File: config.mk
export PLATFORM = sky130hd
export DESIGN_NAME = hq_stream_sequencer_flat
export DESIGN_NICKNAME = d
export VERILOG_FILES = /design/src/rtl/hq_stream_sequencer_if.sv /design/src/rtl/hq_stream_sequencer.sv /design/src/flat_wrapper.sv
export SDC_FILE = /design/constraint.sdc
export NUM_CORES = 1
export LEC_CHECK = 0
export BUFFER_PORTS_ARGS = -buffer_cell sky130_fd_sc_hd__buf_2
export CAP_MARGIN = 20
export CORE_AREA = 2 2 206 411
export CTS_CLUSTER_DIAMETER = 40
export DETAILED_ROUTE_END_ITERATION = 8
export DIE_AREA = 0 0 208 413
export PLACE_DENSITY_LB_ADDON = 0.1
export SYNTH_ARGS = -nofsm -noshare
export SYNTH_HDL_FRONTEND = slang
export SYNTH_SLANG_ARGS = --single-unit
export TNS_END_PERCENT = 30
File: constraint.sdc
create_clock -name clk -period 10.1 [get_ports clk]
set_input_delay 1.01 -clock clk [delete_from_list [all_inputs] [get_ports clk]]
set_output_delay 1.01 -clock clk [all_outputs]
set_load 0.03 [all_outputs]
File: src/rtl/hq_stream_sequencer_if.sv
// rtl/hq_stream_sequencer_if.sv - H load port and multiplier-side signals for hq_stream_sequencer
interface hq_stream_sequencer_if #(
    parameter int N = 16
);
    logic                load_valid;
    logic                load_ready;
    logic signed [N-1:0] load_r;
    logic signed [N-1:0] load_i;
    logic                mm_start;
    logic signed [N-1:0] mm_h_r;
    logic signed [N-1:0] mm_h_i;
    logic                mm_out_valid;
    logic                mm_all_done;

    // master: estimate buffer / multiplier side; slave: the sequencer
    modport master (
        output load_valid, load_r, load_i, mm_out_valid, mm_all_done,
        input  load_ready, mm_start, mm_h_r, mm_h_i
    );

    modport slave (
        input  load_valid, load_r, load_i, mm_out_valid, mm_all_done,
        output load_ready, mm_start, mm_h_r, mm_h_i
    );
endinterface

File: src/rtl/hq_stream_sequencer.sv
// rtl/hq_stream_sequencer.sv - loads a 4x4 complex H, streams it to the H-by-S multiplier, checks the batch
module hq_stream_sequencer #(
    parameter int N             = 16,
    parameter int NUM_Q         = 16,
    parameter int EXP_OUTS      = 128,
    parameter int DRAIN_TIMEOUT = 64
) (
    input  logic                  clk,
    input  logic                  rst_n,
    hq_stream_sequencer_if.slave  bus,
    input  logic                  go,
    output logic                  busy,
    output logic                  done,
    output logic                  error,
    output logic [7:0]            out_count
);
    localparam int QW = (NUM_Q > 1) ? $clog2(NUM_Q) : 1;
    localparam int CW = QW + 5;
    localparam int TW = $clog2(DRAIN_TIMEOUT + 1);
    localparam logic [CW-1:0] LAST_CNT = {QW'(NUM_Q - 1), 5'b11111};

    typedef enum logic [2:0] {
        S_IDLE,
        S_START,
        S_STREAM,
        S_DRAIN,
        S_DONE
    } state_t;

    state_t          state_q, state_d;
    logic [4:0]      load_cnt_q, load_cnt_d;
    logic [CW-1:0]   stream_cnt_q, stream_cnt_d;
    logic [TW-1:0]   tmo_cnt_q, tmo_cnt_d;
    logic            busy_q, busy_d;
    logic            done_q, done_d;
    logic            error_q, error_d;
    logic            mm_start_q, mm_start_d;
    logic [7:0]      out_count_q, out_count_d;
    logic [7:0]      cnt_inc;
    logic            h_loaded;
    logic            load_fire;
    logic [3:0]      h_idx;

    logic signed [N-1:0] h_r_q [16];
    logic signed [N-1:0] h_i_q [16];

    assign h_loaded       = load_cnt_q[4];
    assign bus.load_ready = (state_q == S_IDLE) && !h_loaded;
    assign load_fire      = bus.load_valid && bus.load_ready;

    // counter layout is {q, i, j, k}: k fastest, so element index is {i, k}
    assign h_idx      = {stream_cnt_q[4:3], stream_cnt_q[1:0]};
    assign bus.mm_h_r = (state_q == S_STREAM) ? h_r_q[h_idx] : '0;
    assign bus.mm_h_i = (state_q == S_STREAM) ? h_i_q[h_idx] : '0;

    assign bus.mm_start = mm_start_q;
    assign busy         = busy_q;
    assign done         = done_q;
    assign error        = error_q;
    assign out_count    = out_count_q;

    always_ff @(posedge clk) begin
        if (load_fire) begin
            h_r_q[load_cnt_q[3:0]] <= bus.load_r;
            h_i_q[load_cnt_q[3:0]] <= bus.load_i;
        end
    end

    always_comb begin
        cnt_inc = out_count_q;
        if (bus.mm_out_valid && busy_q && (out_count_q != 8'hFF)) begin
            cnt_inc = out_count_q + 8'd1;
        end

        state_d      = state_q;
        load_cnt_d   = load_cnt_q;
        stream_cnt_d = stream_cnt_q;
        tmo_cnt_d    = tmo_cnt_q;
        busy_d       = busy_q;
        done_d       = 1'b0;
        error_d      = error_q;
        mm_start_d   = 1'b0;
        out_count_d  = cnt_inc;

        case (state_q)
            S_IDLE: begin
                if (load_fire) begin
                    load_cnt_d = load_cnt_q + 5'd1;
                end
                if (go && h_loaded) begin
                    state_d     = S_START;
                    error_d     = 1'b0;
                    out_count_d = 8'd0;
                    busy_d      = 1'b1;
                    mm_start_d  = 1'b1;
                end
            end
            S_START: begin
                state_d      = S_STREAM;
                stream_cnt_d = '0;
            end
            S_STREAM: begin
                stream_cnt_d = stream_cnt_q + CW'(1);
                if (bus.mm_all_done) begin
                    error_d = 1'b1;
                end
                if (stream_cnt_q == LAST_CNT) begin
                    state_d   = S_DRAIN;
                    tmo_cnt_d = '0;
                end
            end
            S_DRAIN: begin
                tmo_cnt_d = tmo_cnt_q + TW'(1);
                if (bus.mm_all_done || (tmo_cnt_q == TW'(DRAIN_TIMEOUT - 1))) begin
                    state_d = S_DONE;
                    busy_d  = 1'b0;
                    done_d  = 1'b1;
                    // the count checked includes a valid landing in this exit cycle
                    if (!bus.mm_all_done || (cnt_inc != 8'(EXP_OUTS))) begin
                        error_d = 1'b1;
                    end
                end
            end
            S_DONE: begin
                state_d    = S_IDLE;
                load_cnt_d = 5'd0;
            end
            default: state_d = S_IDLE;
        endcase
    end

    always_ff @(posedge clk or negedge rst_n) begin
        if (!rst_n) begin
            state_q      <= S_IDLE;
            load_cnt_q   <= 5'd0;
            stream_cnt_q <= '0;
            tmo_cnt_q    <= '0;
            busy_q       <= 1'b0;
            done_q       <= 1'b0;
            error_q      <= 1'b0;
            mm_start_q   <= 1'b0;
            out_count_q  <= 8'd0;
        end else begin
            state_q      <= state_d;
            load_cnt_q   <= load_cnt_d;
            stream_cnt_q <= stream_cnt_d;
            tmo_cnt_q    <= tmo_cnt_d;
            busy_q       <= busy_d;
            done_q       <= done_d;
            error_q      <= error_d;
            mm_start_q   <= mm_start_d;
            out_count_q  <= out_count_d;
        end
    end
endmodule

File: src/flat_wrapper.sv
// flat-port wrapper written by rule: the top's interface ports become plain ports
module hq_stream_sequencer_flat 
#(
    parameter int N             = 16,
    parameter int NUM_Q         = 16,
    parameter int EXP_OUTS      = 128,
    parameter int DRAIN_TIMEOUT = 64
)
  (clk, rst_n, go, busy, done, error, out_count, bus_load_valid, bus_load_r, bus_load_i, bus_mm_out_valid, bus_mm_all_done, bus_load_ready, bus_mm_start, bus_mm_h_r, bus_mm_h_i);
  hq_stream_sequencer_if #(.N(N)) bus_i ();
  input  logic clk;
  input  logic rst_n;
  input  logic go;
  output logic busy;
  output logic done;
  output logic error;
  output logic [7:0] out_count;
  input wire logic [$bits(bus_i.load_valid)-1:0] bus_load_valid;
  input wire logic [$bits(bus_i.load_r)-1:0] bus_load_r;
  input wire logic [$bits(bus_i.load_i)-1:0] bus_load_i;
  input wire logic [$bits(bus_i.mm_out_valid)-1:0] bus_mm_out_valid;
  input wire logic [$bits(bus_i.mm_all_done)-1:0] bus_mm_all_done;
  output wire logic [$bits(bus_i.load_ready)-1:0] bus_load_ready;
  output wire logic [$bits(bus_i.mm_start)-1:0] bus_mm_start;
  output wire logic [$bits(bus_i.mm_h_r)-1:0] bus_mm_h_r;
  output wire logic [$bits(bus_i.mm_h_i)-1:0] bus_mm_h_i;
  assign bus_i.load_valid = bus_load_valid;
  assign bus_i.load_r = bus_load_r;
  assign bus_i.load_i = bus_load_i;
  assign bus_i.mm_out_valid = bus_mm_out_valid;
  assign bus_i.mm_all_done = bus_mm_all_done;
  assign bus_load_ready = bus_i.load_ready;
  assign bus_mm_start = bus_i.mm_start;
  assign bus_mm_h_r = bus_i.mm_h_r;
  assign bus_mm_h_i = bus_i.mm_h_i;
  hq_stream_sequencer #(.N(N), .NUM_Q(NUM_Q), .EXP_OUTS(EXP_OUTS), .DRAIN_TIMEOUT(DRAIN_TIMEOUT)) u_core (.clk(clk), .rst_n(rst_n), .bus(bus_i), .go(go), .busy(busy), .done(done), .error(error), .out_count(out_count));
endmodule
======== After elaboration in Yosys (flattened, before gate mapping) ========
Memories as Yosys holds them, arrays and structs flattened.
Cells that the tools add are included.
word-level totals
  register bits after elaboration ......... 36
  RAM bits ................................ 512
  bits of input ports ..................... 38
  output and inout port bits .............. 45
  word-level logic and storage cells ...... 77
  memories kept ........................... 2
memory list
  memory        words  width  read ports  clocked after memory_dff  write ports  RTL line                   text
  u_core.h_i_q  16     16     1           0                         1            hq_stream_sequencer.sv:45  logic signed [N-1:0] h_i_q [16];
  u_core.h_r_q  16     16     1           0                         1            hq_stream_sequencer.sv:44  logic signed [N-1:0] h_r_q [16];
cells by class
  $add $sub $neg .......................... 4
  equal/unequal tests ..................... 14
  muxes and demuxes ....................... 28
  reductions and logical operators ........ 20
operators with widths
  cell                 number
  $mux 16              2
  $mux 8               3
  $pmux 9 s2           1
  $ne 8x8->1 const B   2
  $pmux 7 s2           1
  $mux 1               12
  $pmux 3 s4           1
  $pmux 5 s2           1
  $add 9x1->9 const B  1
  $eq 9x9->1 const B   1
  $mux 3               3
  $add 8x1->8 const B  1
  $reduce_bool 2->1    4
  $add 7x1->7 const B  1
  $eq 7x6->1 const B   1
  $mux 7               1
  $eq 3x2->1 const B   2
  $ne 2x1->1 const B   3
  $ne 2x2->1 const B   3
  $reduce_and 3->1     2
  $add 5x1->5 const B  1
  $logic_and 1x1->1    5
  $mux 5               1
  $reduce_and 5->1     1
  9 further kinds      12

======== Longest topological paths before layout ========
Gate-level depths: netlist (run 1).
  word-level depth ........................ 8
  mapped depth ............................ 8
  mapped depth without buffers ............ 7

======== Worst setup path after synthesis (run 1) ========
OpenSTA, ideal clock, no wires.
  kind .................................... register -> register
  start point ............................. reg u_core.state_q[1]
  end point ............................... mem u_core.h_i_q[3][0], enable pin
  library setup time ...................... 0.461 ns
  arrival ................................. 4.307 ns
  required time ........................... 9.639 ns
  path slack .............................. 5.332 ns
  cell stages (with the launch flop) ...... 7
  buffers on the path ..................... 2
  period minus slack after synthesis ...... 4.768 ns
  path through ............................ dfrtp_1 -> clkbuf_1 -> nor4_1 -> and2_1 -> buf_2 -> nand2_1 -> nor3_1
between the ends
  word-level cells in the longest chain between the ends .. 5
RTL lines
  what                          RTL line                    text
  start: declaration            hq_stream_sequencer.sv:30   state_t state_q, state_d;
  start signal: assignment      hq_stream_sequencer.sv:144  state_q <= state_d;
  $logic_not 3->1               hq_stream_sequencer.sv:48   assign bus.load_ready = (state_q == S_IDLE) && !h_loaded;
  $logic_and 1x1->1             hq_stream_sequencer.sv:48
  net bus_load_ready            flat_wrapper.sv:23          output wire logic [$bits(bus_i.load_ready)-1:0] bus_load_ready;
  $logic_and 1x1->1             hq_stream_sequencer.sv:49   assign load_fire = bus.load_valid && bus.load_ready;
  $mux 1                        hq_stream_sequencer.sv:63   if (load_fire) begin
  $mux 1 (implied by the code)  hq_stream_sequencer.sv:65   h_i_q[load_cnt_q[3:0]] <= bus.load_i;
  end: declaration              hq_stream_sequencer.sv:45
The timed path passes the listed nets, and every way through them passes these cells.

======== Worst setup path after layout (run 1) ========
  start point ............................. reg u_core.stream_cnt_q[0]
  end point ............................... out bus_mm_h_r[11]
between the ends
  word-level cells in the longest chain between the ends .. 2
RTL lines
  what                      RTL line                    text
  start: declaration        hq_stream_sequencer.sv:32   logic [CW-1:0] stream_cnt_q, stream_cnt_d;
  start signal: assignment  hq_stream_sequencer.sv:146  stream_cnt_q <= stream_cnt_d;
  $mem_v2 16x16             -
  $mux 16                   hq_stream_sequencer.sv:53   assign bus.mm_h_r = (state_q == S_STREAM) ? h_r_q[h_idx] : '0;
  end: declaration          flat_wrapper.sv:25          output wire logic [$bits(bus_i.mm_h_r)-1:0] bus_mm_h_r;
No other way between the ends.

==> results of run 1 <==
-- path summary, 6_finish.rpt --
check	to	slack [ps]	depth (start not counted)
max	bus_mm_h_r[11]	5220	5
min in group asynchronous	u_core.out_count[7]	510	1
max in group asynchronous	u_core.stream_cnt_q[1]	8950	1
max reg2reg	u_core.h_i_q[15][11]	6550	5
min	u_core.stream_cnt_q[7]	490	1
min reg2reg	u_core.stream_cnt_q[7]	490	1
-- registers in the layout (all words and copies together), names as in the netlist --
name                 count
u_core.state_q           3
u_core.busy              1
u_core.done              1
u_core.load_cnt_q        5
u_core.stream_cnt_q      9
u_core.error             1
u_core.out_count         8
u_core.tmo_cnt_q         7
u_core.h_i_q           256
u_core.h_r_q           256
u_core.bus.mm_start      1
-- report_power, final --
part	internal, W	switching, W
clock	0.00147	0.000998
combinational	0.000866	0.00107
sequential	0.00263	0.000197
total	0.00497	0.00226
-- kinds of logic after synthesis --
kind of cell | share of synthesized area
buffers and inverters | 0.01353
and+or+nand+nor | 0.03350
adders and majority gates | 0.004686
xor gates and xnor gates | 0.002870
AOI/OAI and AO/OA | 0.01060
muxes | 0.1730
DFF | 0.7619
-- placed cells by master (no fill, tap or decap), types with 9 or more instances in the layout --
cell | synthesis | routed
edfxtp_1 | 512 | 512
mux4_2 | 160 | 160
buf_2 | 6 | 82
clkbuf_16 | 0 | 73
and2_1 | 34 | 34
dfrtp_1 | 36 | 32
nand2_1 | 30 | 30
nor2_1 | 39 | 26
buf_4 | 1 | 25
nor2_4 | 0 | 13
clkinv_1 | 0 | 10
o21ai_0 | 9 | 9
clkinv_2 | 0 | 9
-- cell type report --
class / instances / area share
clock buffer: 81 / 0.07328
inverter: 5 / 0.0007367
tap: 1064 / 0.05226
clock inverter: 45 / 0.01709
timing repair buffer: 108 / 0.02426
multi-input combinational: 362 / 0.1930
sequential: 548 / 0.6394
-- metrics by stage --
stage	utilization	cell area [um2]	std cells	hold WS, ps
floorplan	-	21360	964	444.8
global placement	0.2793	23170	2087	467.3
detailed placement	0.2793	23170	2087	497.3
CTS	0.3071	25470	2213	482.6
global route	0.3071	25470	2213	521.1
finish	0.3071	25470	2213	489.9
-- metal layers --
metal / global-route usage / share of wire / vias up
li1: - / - / 4288
met1: 0.1698 / 0.44 / 5519
met2: 0.2221 / 0.50 / 227
met3: 0.02978 / 0.044 / 81
met4: 0.04170 / 0.020 / 10
met5: 0 / 0.0010 / -
==> impl_metrics.toml, run 1 <==
[die]
die_w_um = 208
core_mm2 = 0.08295
rows = 150
ios = 83
die-area_mm2 = 0.08590
chipHeight_um = 413
start_util = 0.2575

[routing]
drt-initial-drc-count = 683
viasPerCell = 4.575
detail_route.first_pass.iterations = 5
drcViolationCount = 0
ant_nets = 0
drt_wl_total_um = 56050
avgRoutedWirePerCell_um = 25.33
num_vias = 10130

[cells_and_area]
area_growth_pct = 19.25
layout.area.seq_mm2 = 0.01629
drive_above_1_share = 0.3473
multi_input_area_mm2 = 0.004916
nFillCells = 8045
n_antenna_cell = 0
nets = 1141

[placement]
dp_hpwl_um = 29020
place.gp.congestion = 0.7003
pre_cts_ws_ps = 5772
io_buffers = 82

[worst_hold_path]
min_path_type = "register to register"
min_from = "u_core.stream_cnt_q[7]"

[setup_path]
critPathMaxStageDelay_ps = 840
critPathSlowestCell = "dfrtp_4"
path_class = "register to output pin"
cp_common_cell = "mux4_2"
startpoint = "u_core.stream_cnt_q[0]"
path_buf_inv = 2
worstPathCellList = "buf_12 > mux4_2 > mux4_2 > and2_1 > buf_2"
cp-start-kind = "register"
crit_required_ps = 9090
worstReg2RegStart = "u_core.state_q[0]"
cp-end-kind = "output pin"
crit_family = "multiplexers"
cp_max_fo = 103
crit_arrival_ps = 3870

[pwr]
leakagePower_nw = 8.161
power_w = 0.007228
irDropWorstVdd_mv = 0.2054
power.density_mw_per_mm2 = 283.7

[yosys]
synth_ff_type = "edfxtp_1"
seq_area_frac_synth = 0.7619
synthDistinctLibCells = 44
synth_top_area_frac = 0.7197
synth_common_cells = "512 x edfxtp_1, 160 x mux4_2, 39 x nor2_1"
async_flop_share = 0.06569
netlist_top_cells_area = "edfxtp_1 72%, mux4_2 17%, dfrtp_1 4.2%"
synth_cells = 964
synth_area_leader_cell = "edfxtp_1"
synth.most_common_cell = "edfxtp_1"
synth_nets = 1010
synth-edff-count = 512
syn_area_mm2 = 0.02136
avgSynthCellArea_um2 = 22.16
ys_ff_latch = 548
yosys_warnings = 0

[sta]
setup_tns_ps = 0
min_period_ps = 4881
fmax_ghz = 0.2049
rsz0062_at_grt = "false"
fin_ws_ps = 5219
clock_skew_ps = 20.68
relSlewSlack = 0.2810
finalSetupViolations = 0
hold_viol = 0
period_share = 0.4832
maxSlewViolCount = 0
tightest_slew_ps = 1078

[clocking]
post_cts_buffers = 0
clock_sinks = 548
cts_made_buffers = 70
ctsResizeCount = 0
cts_tree = "yes"
clk-insertion-delay-late_ps = 620
cts-root-buf = "clkbuf_16"
postCtsHoldBufs = 0
clockBufferDepth = 3
cts_htree_levels = 3
clk_pin_slew_ps = 60

[grt]
antenna_found_initial = 7
grt_overflow = 0
grt_pass1_vias = 10950
grt_max_degree = 104
grt_use_total = 0.1322
grt_pass1_wl_um = 80270

[job]
cap_viol_max_count = 0

[status]
status = "complete, no violations"
No activity file was read; power rests on OpenSTA's default activity.
==> run 2, diff against run 1 <==
- clock period: 10.1 -> 4.5 ns (I/O delays scaled with it)
==> run 2 against run 1 <==
Hold slack worse by 270 ps. Global-route usage is 0.34 points lower. Setup slack worse by 4300 ps. Clock skew is 12 ps higher. Die area stayed put. Register-to-register slack worse by 5000 ps. Clock power is 120% higher. Non-clock buffer count is 7 higher. Highest routed layer unchanged.
==> impl_metrics.toml, run 2 (same netlist as run 1, synthesis figures left out) <==
[setup_path]
r2r_slack_ps = 1550
cp-end-kind = "output pin"
cp_max_fo = 44
crit_required_ps = 4050
cp-start-kind = "register"
path_class = "register to output pin"
crit_arrival_ps = 3090

[status]
status = "complete, no violations"

[grt]
grt_use_total = 0.1289
grt_overflow = 0
grt_pass1_vias = 11050
grt_pass1_wl_um = 79540
grt_max_degree = 48
antenna_found_initial = 2

[cells_and_area]
final_cell_mix = "512 x edfxtp_1, 160 x mux4_2, 82 x buf_2"
final_common_cell = "edfxtp_1"
final_util = 0.3100
fin_area_mm2 = 0.02572
nets = 1147
area_growth_pct = 20.39
nFillCells = 8037
drive_above_1_share = 0.3498

[placement]
place.gp.congestion = 0.7019
io_buffers = 82
dpl_cell_area_mm2 = 0.02341
dp_hpwl_um = 30050

[pwr]
power_switching_share = 0.3088
combinationalPowerShare = 0.283
irDropWorstVdd_mv = 0.3229
power_frac_clock = 0.339
p_int_w = 0.01127
pwr-share-seq = 0.378
leakagePower_nw = 8.223
power.density_mw_per_mm2 = 633.7
p_switching_w = 0.005033

[clocking]
clockBufferDepth = 3
ctsResizeCount = 0
cts_tree = "yes"
cts_made_buffers = 69
clk-insertion-delay-late_ps = 610
cts_htree_levels = 3
cts-root-buf = "clkbuf_16"
clock_sinks = 548
clk_pin_slew_ps = 60

[sta]
maxSlewViolCount = 0
min_period_ps = 3541
tightest_slew_ps = 844.7
finalSetupViolations = 0
period_share = 0.7870
worst_hold_slack_ps = 218.6
rsz0062_at_grt = "false"
relSlewSlack = 0.4369
hold_viol = 0
fmax_ghz = 0.2824
clock_skew_ps = 33.10
setup_tns_ps = 0

[routing]
ant_nets = 0
drcViolationCount = 0
num_vias = 10040
drt-initial-drc-count = 579
drt_wl_total_um = 54500
viasPerCell = 4.527
detail_route.first_pass.iterations = 6
avgRoutedWirePerCell_um = 24.58

[die]
die-area_mm2 = 0.08590
core_mm2 = 0.08295
die_w_um = 208
rows = 150
start_util = 0.2575
ios = 83
chipHeight_um = 413

[job]
cap_viol_max_count = 0

[worst_hold_path]
min_path_type = "primary input to register"
[run 2: cell count changes in the layout (fill, tap and decap cells not counted), sizes merged]
cell         change
buf              +6
diode            +1
dlygate4sd3      +1
clkbuf           -4
clkinvlp         +3
clkinv           -3
inv              -2
bufinv           +2
[run 2: critical path: stages, from the launching register on]
cell and delay (ps):
dfrtp_4 580, buf_12 380, mux4_2 580, mux4_2 520
and2_1 210, buf_2 190
[run 2: power by group through the flow]
stage | combinational (W) | clock (W) | sequential (W)
after floorplan | 0.00334 | 0 | 0.00616
after global placement | 0.00478 | 0 | 0.00626
after detailed placement | 0.00478 | 0 | 0.00627
after CTS | 0.00479 | 0.00572 | 0.00617
after global routing | 0.00499 | 0.00592 | 0.00619
final | 0.00461 | 0.00553 | 0.00616
[run 2: per-stage QoR]
stage          setup WS (ps)  instances  power, W
3_5_place_dp            1524       2093   0.01105
3_3_place_gp            1489       2093   0.01103
5_1_grt                809.0       2216   0.01710
6_report               958.7       2217   0.01630
2_1_floorplan         -237.0        964  0.009496
4_1_cts                880.3       2216   0.01667
[run 2: timing repair]
item                                   in CTS  in global routing
setup buffers                               0                  0
endpoints found under the hold margin      36                  0
hold buffers                                1                  0
[run 2: metal layers]
metal,track usage,share of wire
met4,0.04035,0.022
met3,0.02758,0.042
met5,0,0.00050
met1,0.1573,0.41
met2,0.2271,0.52
[run 2: cell type report]
class	count	area [um2]	share of cell area
diodes	1	2.502	0.00009730
clock buffers	77	1821	0.07078
clock inverters	45	478.0	0.01858
inverters	5	18.77	0.0007297
multi-input cells	362	4922	0.1914
flip-flops and latches	548	16290	0.6332
well taps	1064	1331	0.05176
repair buffers	115	860.8	0.03347
[run 2: worst paths after layout]
check	start	endpoint	depth (start not counted)
max	u_core.stream_cnt_q[0]	bus_mm_h_i[3]	5
min	bus_load_i[7]	u_core.h_i_q[6][7]	1
max reg2reg	u_core.state_q[0]	u_core.h_r_q[11][13]	5
min reg2reg	u_core.stream_cnt_q[7]	u_core.stream_cnt_q[7]	1
max in group asynchronous	rst_n	u_core.stream_cnt_q[0]	2
min in group asynchronous	rst_n	u_core.out_count[6]	2
==> run 3, diff against run 2 <==
- ABC_AREA: default -> 1
- CORE_AREA: 2 2 206 411 -> 2 2 208 415
- DIE_AREA: 0 0 208 413 -> 0 0 210 417
- clock period: 4.5 -> 3 ns (I/O delays scaled with it)
==> run 3 against run 2 <==
Sequential cell count stayed put. Non-clock buffer count is 46 higher. Largest power group unchanged. First-iteration DRC count is 83% higher. Setup slack worse by 890 ps. Hold slack worse by 180 ps. Via count is 42% higher. Sequential power is 49% higher. Critical path depth is 1 higher. Synthesized area is 1.9% higher. Synthesized cell count is 69% higher. Highest routed layer unchanged. Design area is 2.8% higher. Wire length is 36% higher.
==> impl_metrics.toml, run 3 <==
[yosys]
synth.most_common_cell = "edfxtp_1"
yosys_warnings = 0
synth_xor_xnor_area_share = 0.0008044
synth_ff_type = "edfxtp_1"
synth_cells = 1630
avgSynthCellArea_um2 = 13.36
synthDistinctLibCells = 37
async_flop_share = 0.06569
netlist_top_cells_area = "edfxtp_1 71%, nor2_1 5.2%, o21ai_0 4.9%"
synth_fa_ha_area_frac = 0.004596
seq_area_frac_synth = 0.7474
synth_common_cells = "512 x edfxtp_1, 301 x nor2_1, 213 x o21ai_0"
synth_top_family_by_area = "compound AO/OA/AOI/OAI gates"
ys_ff_latch = 548
syn_area_mm2 = 0.02178
synth.area.mux_share = 0
synth_compound_area_frac = 0.1344
yosys.area_share.simple = 0.08118
synth-edff-count = 512
synth_nets = 1676
synth_top_area_frac = 0.7060
synth_area_leader_cell = "edfxtp_1"

[die]
start_util = 0.2579
ios = 83
rows = 151
chipHeight_um = 417
core_mm2 = 0.08445
die-area_mm2 = 0.08757
die_w_um = 210

[cells_and_area]
fin_area_mm2 = 0.02645
n_antenna_cell = 0
area_growth_pct = 21.45
nFillCells = 8371
final_common_cell = "edfxtp_1"
nets = 1788
drive_above_1_share = 0.1792
layout.cells.non_filler = 2862
final_cell_mix = "512 x edfxtp_1, 286 x nor2_1, 213 x o21ai_0"

[placement]
pre_cts_ws_ps = 494.4
dp.cells = 2735
dp_hpwl_um = 37810
io_buffers = 82
dpl_cell_area_mm2 = 0.02393
place.gp.congestion = 0.7289

[routing]
num_vias = 14210
viasPerCell = 4.966
ant_nets = 0
drt_wl_total_um = 74390
drcViolationCount = 0
detail_route.first_pass.iterations = 7
avgRoutedWirePerCell_um = 25.99
drt-initial-drc-count = 1062

[setup_path]
cp-end-kind = "output pin"
cp_max_fo = 23
critPathMaxStageDelay_ps = 690
path_class = "register to output pin"
r2r_end = "u_core.tmo_cnt_q[2]"
startpoint = "u_core.stream_cnt_q[3]"
worstReg2RegStart = "u_core.stream_cnt_q[3]"
worstPathCellList = "inv_2 > buf_4 > o221ai_1 > nand3_1 > a21oi_2 > buf_2"
r2r_slack_ps = 520
setup.worst_path.end = "bus_mm_h_i[1]"
crit_required_ps = 2700
cp-start-kind = "register"
crit_arrival_ps = 2640
reg2regPathDepth = 11
critPathSlowestCell = "dfrtp_4"

[clocking]
cts-root-buf = "clkbuf_16"
clk-insertion-delay-late_ps = 640
clk_pin_slew_ps = 70
clockBufferDepth = 3
cts_made_buffers = 58
clock_sinks = 548
cts_htree_levels = 2
cts_tree = "yes"

[job]
cap_viol_max_count = 0

[status]
status = "complete, no violations"

[sta]
hold_viol = 0
maxSlewViolCount = 0
period_share = 0.9784
min_period_ps = 2935
rsz0062_at_grt = "true"
fmax_ghz = 0.3407
tightest_slew_ps = 927.0
setup_tns_ps = 0
finalSetupViolations = 0
fin_ws_ps = 64.93
relSlewSlack = 0.3820
clock_skew_ps = 20.92

[grt]
grt_pass1_vias = 14540
grt_use_total = 0.1652
grt_pass1_wl_um = 104400
antenna_found_initial = 6
grt_max_degree = 92
grt_overflow = 0

[worst_hold_path]
min_path_type = "primary input to register"

[pwr]
leakagePower_nw = 8.663
power.density_mw_per_mm2 = 868.7
irDropWorstVdd_mv = 0.5182
power_w = 0.02298
[run 3: cell count changes after synthesis, sizes merged, moves of 24 or more]
cell,change
a21oi,+31
and2,-34
buf,+36
clkbuf,+24
inv,+40
mux4,-160
nand2,+33
nand3,+44
nor2,+270
o211ai,+31
o21ai,+262
o221ai,+97
o22ai,+33
[run 3: critical path: cells and delay by family (launching register included)]
| kind | cells | cell delay [ps] |
|---|---|---|
| buffers and inverters | 3 | 790 |
| AOI/OAI and AO/OA | 2 | 360 |
| and+or+nand+nor | 1 | 130 |
| DFF | 1 | 690 |
[run 3: per-layer routing]
metal / up-vias / GRT usage / share of wire
met5: - / 0 / 0.00038
li1: 6384 / - / -
met4: 4 / 0.04856 / 0.027
met2: 323 / 0.3009 / 0.52
met1: 7389 / 0.2019 / 0.41
met3: 113 / 0.02204 / 0.034
[run 3: power by group]
| part | internal, W | total [W] | switching (W) |
|---|---|---|---|
| sequential | 0.00887 | 0.00916 | 0.000297 |
| combinational | 0.00200 | 0.00632 | 0.00432 |
| clock | 0.00424 | 0.00749 | 0.00325 |
[run 3: layout make-up]
cell class / instances / area, um2 / area share
inverters: 47 / 210.2 / 0.007948
flip-flops and latches: 548 / 16290 / 0.6159
well taps: 1071 / 1340 / 0.05067
clock buffers: 64 / 1495 / 0.05653
clock inverters: 45 / 464.2 / 0.01755
multi-input cells: 926 / 5020 / 0.1898
repair buffers: 161 / 1630 / 0.06164
[run 3: through the flow]
stage	hold slack (ps)	utilization
2_1_floorplan	4.409	-
3_3_place_gp	469.9	0.2833
3_5_place_dp	457.9	0.2833
4_1_cts	0.9331	0.3103
5_1_grt	29.13	0.3132
6_report	42.03	0.3132
[run 3: logic make-up (layout without fill, tap and decap cells)]
kind of cell,Yosys count,after routing
xor+xnor,2,2
compound gates,481,481
flops,548,548
buf+inv,156,317
fa+ha+maj,8,8
simple gates,435,435
[run 3: worst min-delay path by stage]
stage / startpoint / end / slack [ps] / cells past startpoint
2_1_floorplan: rst_n / u_core.bus.mm_start / 4 / 0
3_3_place_gp: u_core.error / u_core.error / 470 / 2
3_5_place_dp: u_core.error / u_core.error / 460 / 2
4_1_cts: bus_load_i[5] / u_core.h_i_q[10][5] / 0.9 / 1
5_1_grt: bus_load_i[0] / u_core.h_i_q[10][0] / 30 / 1
6_report: bus_load_i[5] / u_core.h_i_q[10][5] / 40 / 1
[run 3: what timing repair did]
action / in CTS / in global routing
pin swaps: 2 / 7
buffers inserted: 2 / 5
setup endpoints to repair: 29 / 32
hold buffers: 2 / 0
endpoints found under the hold margin: 37 / 0
cloned: 4 / 5
resized for setup: 40 / 29
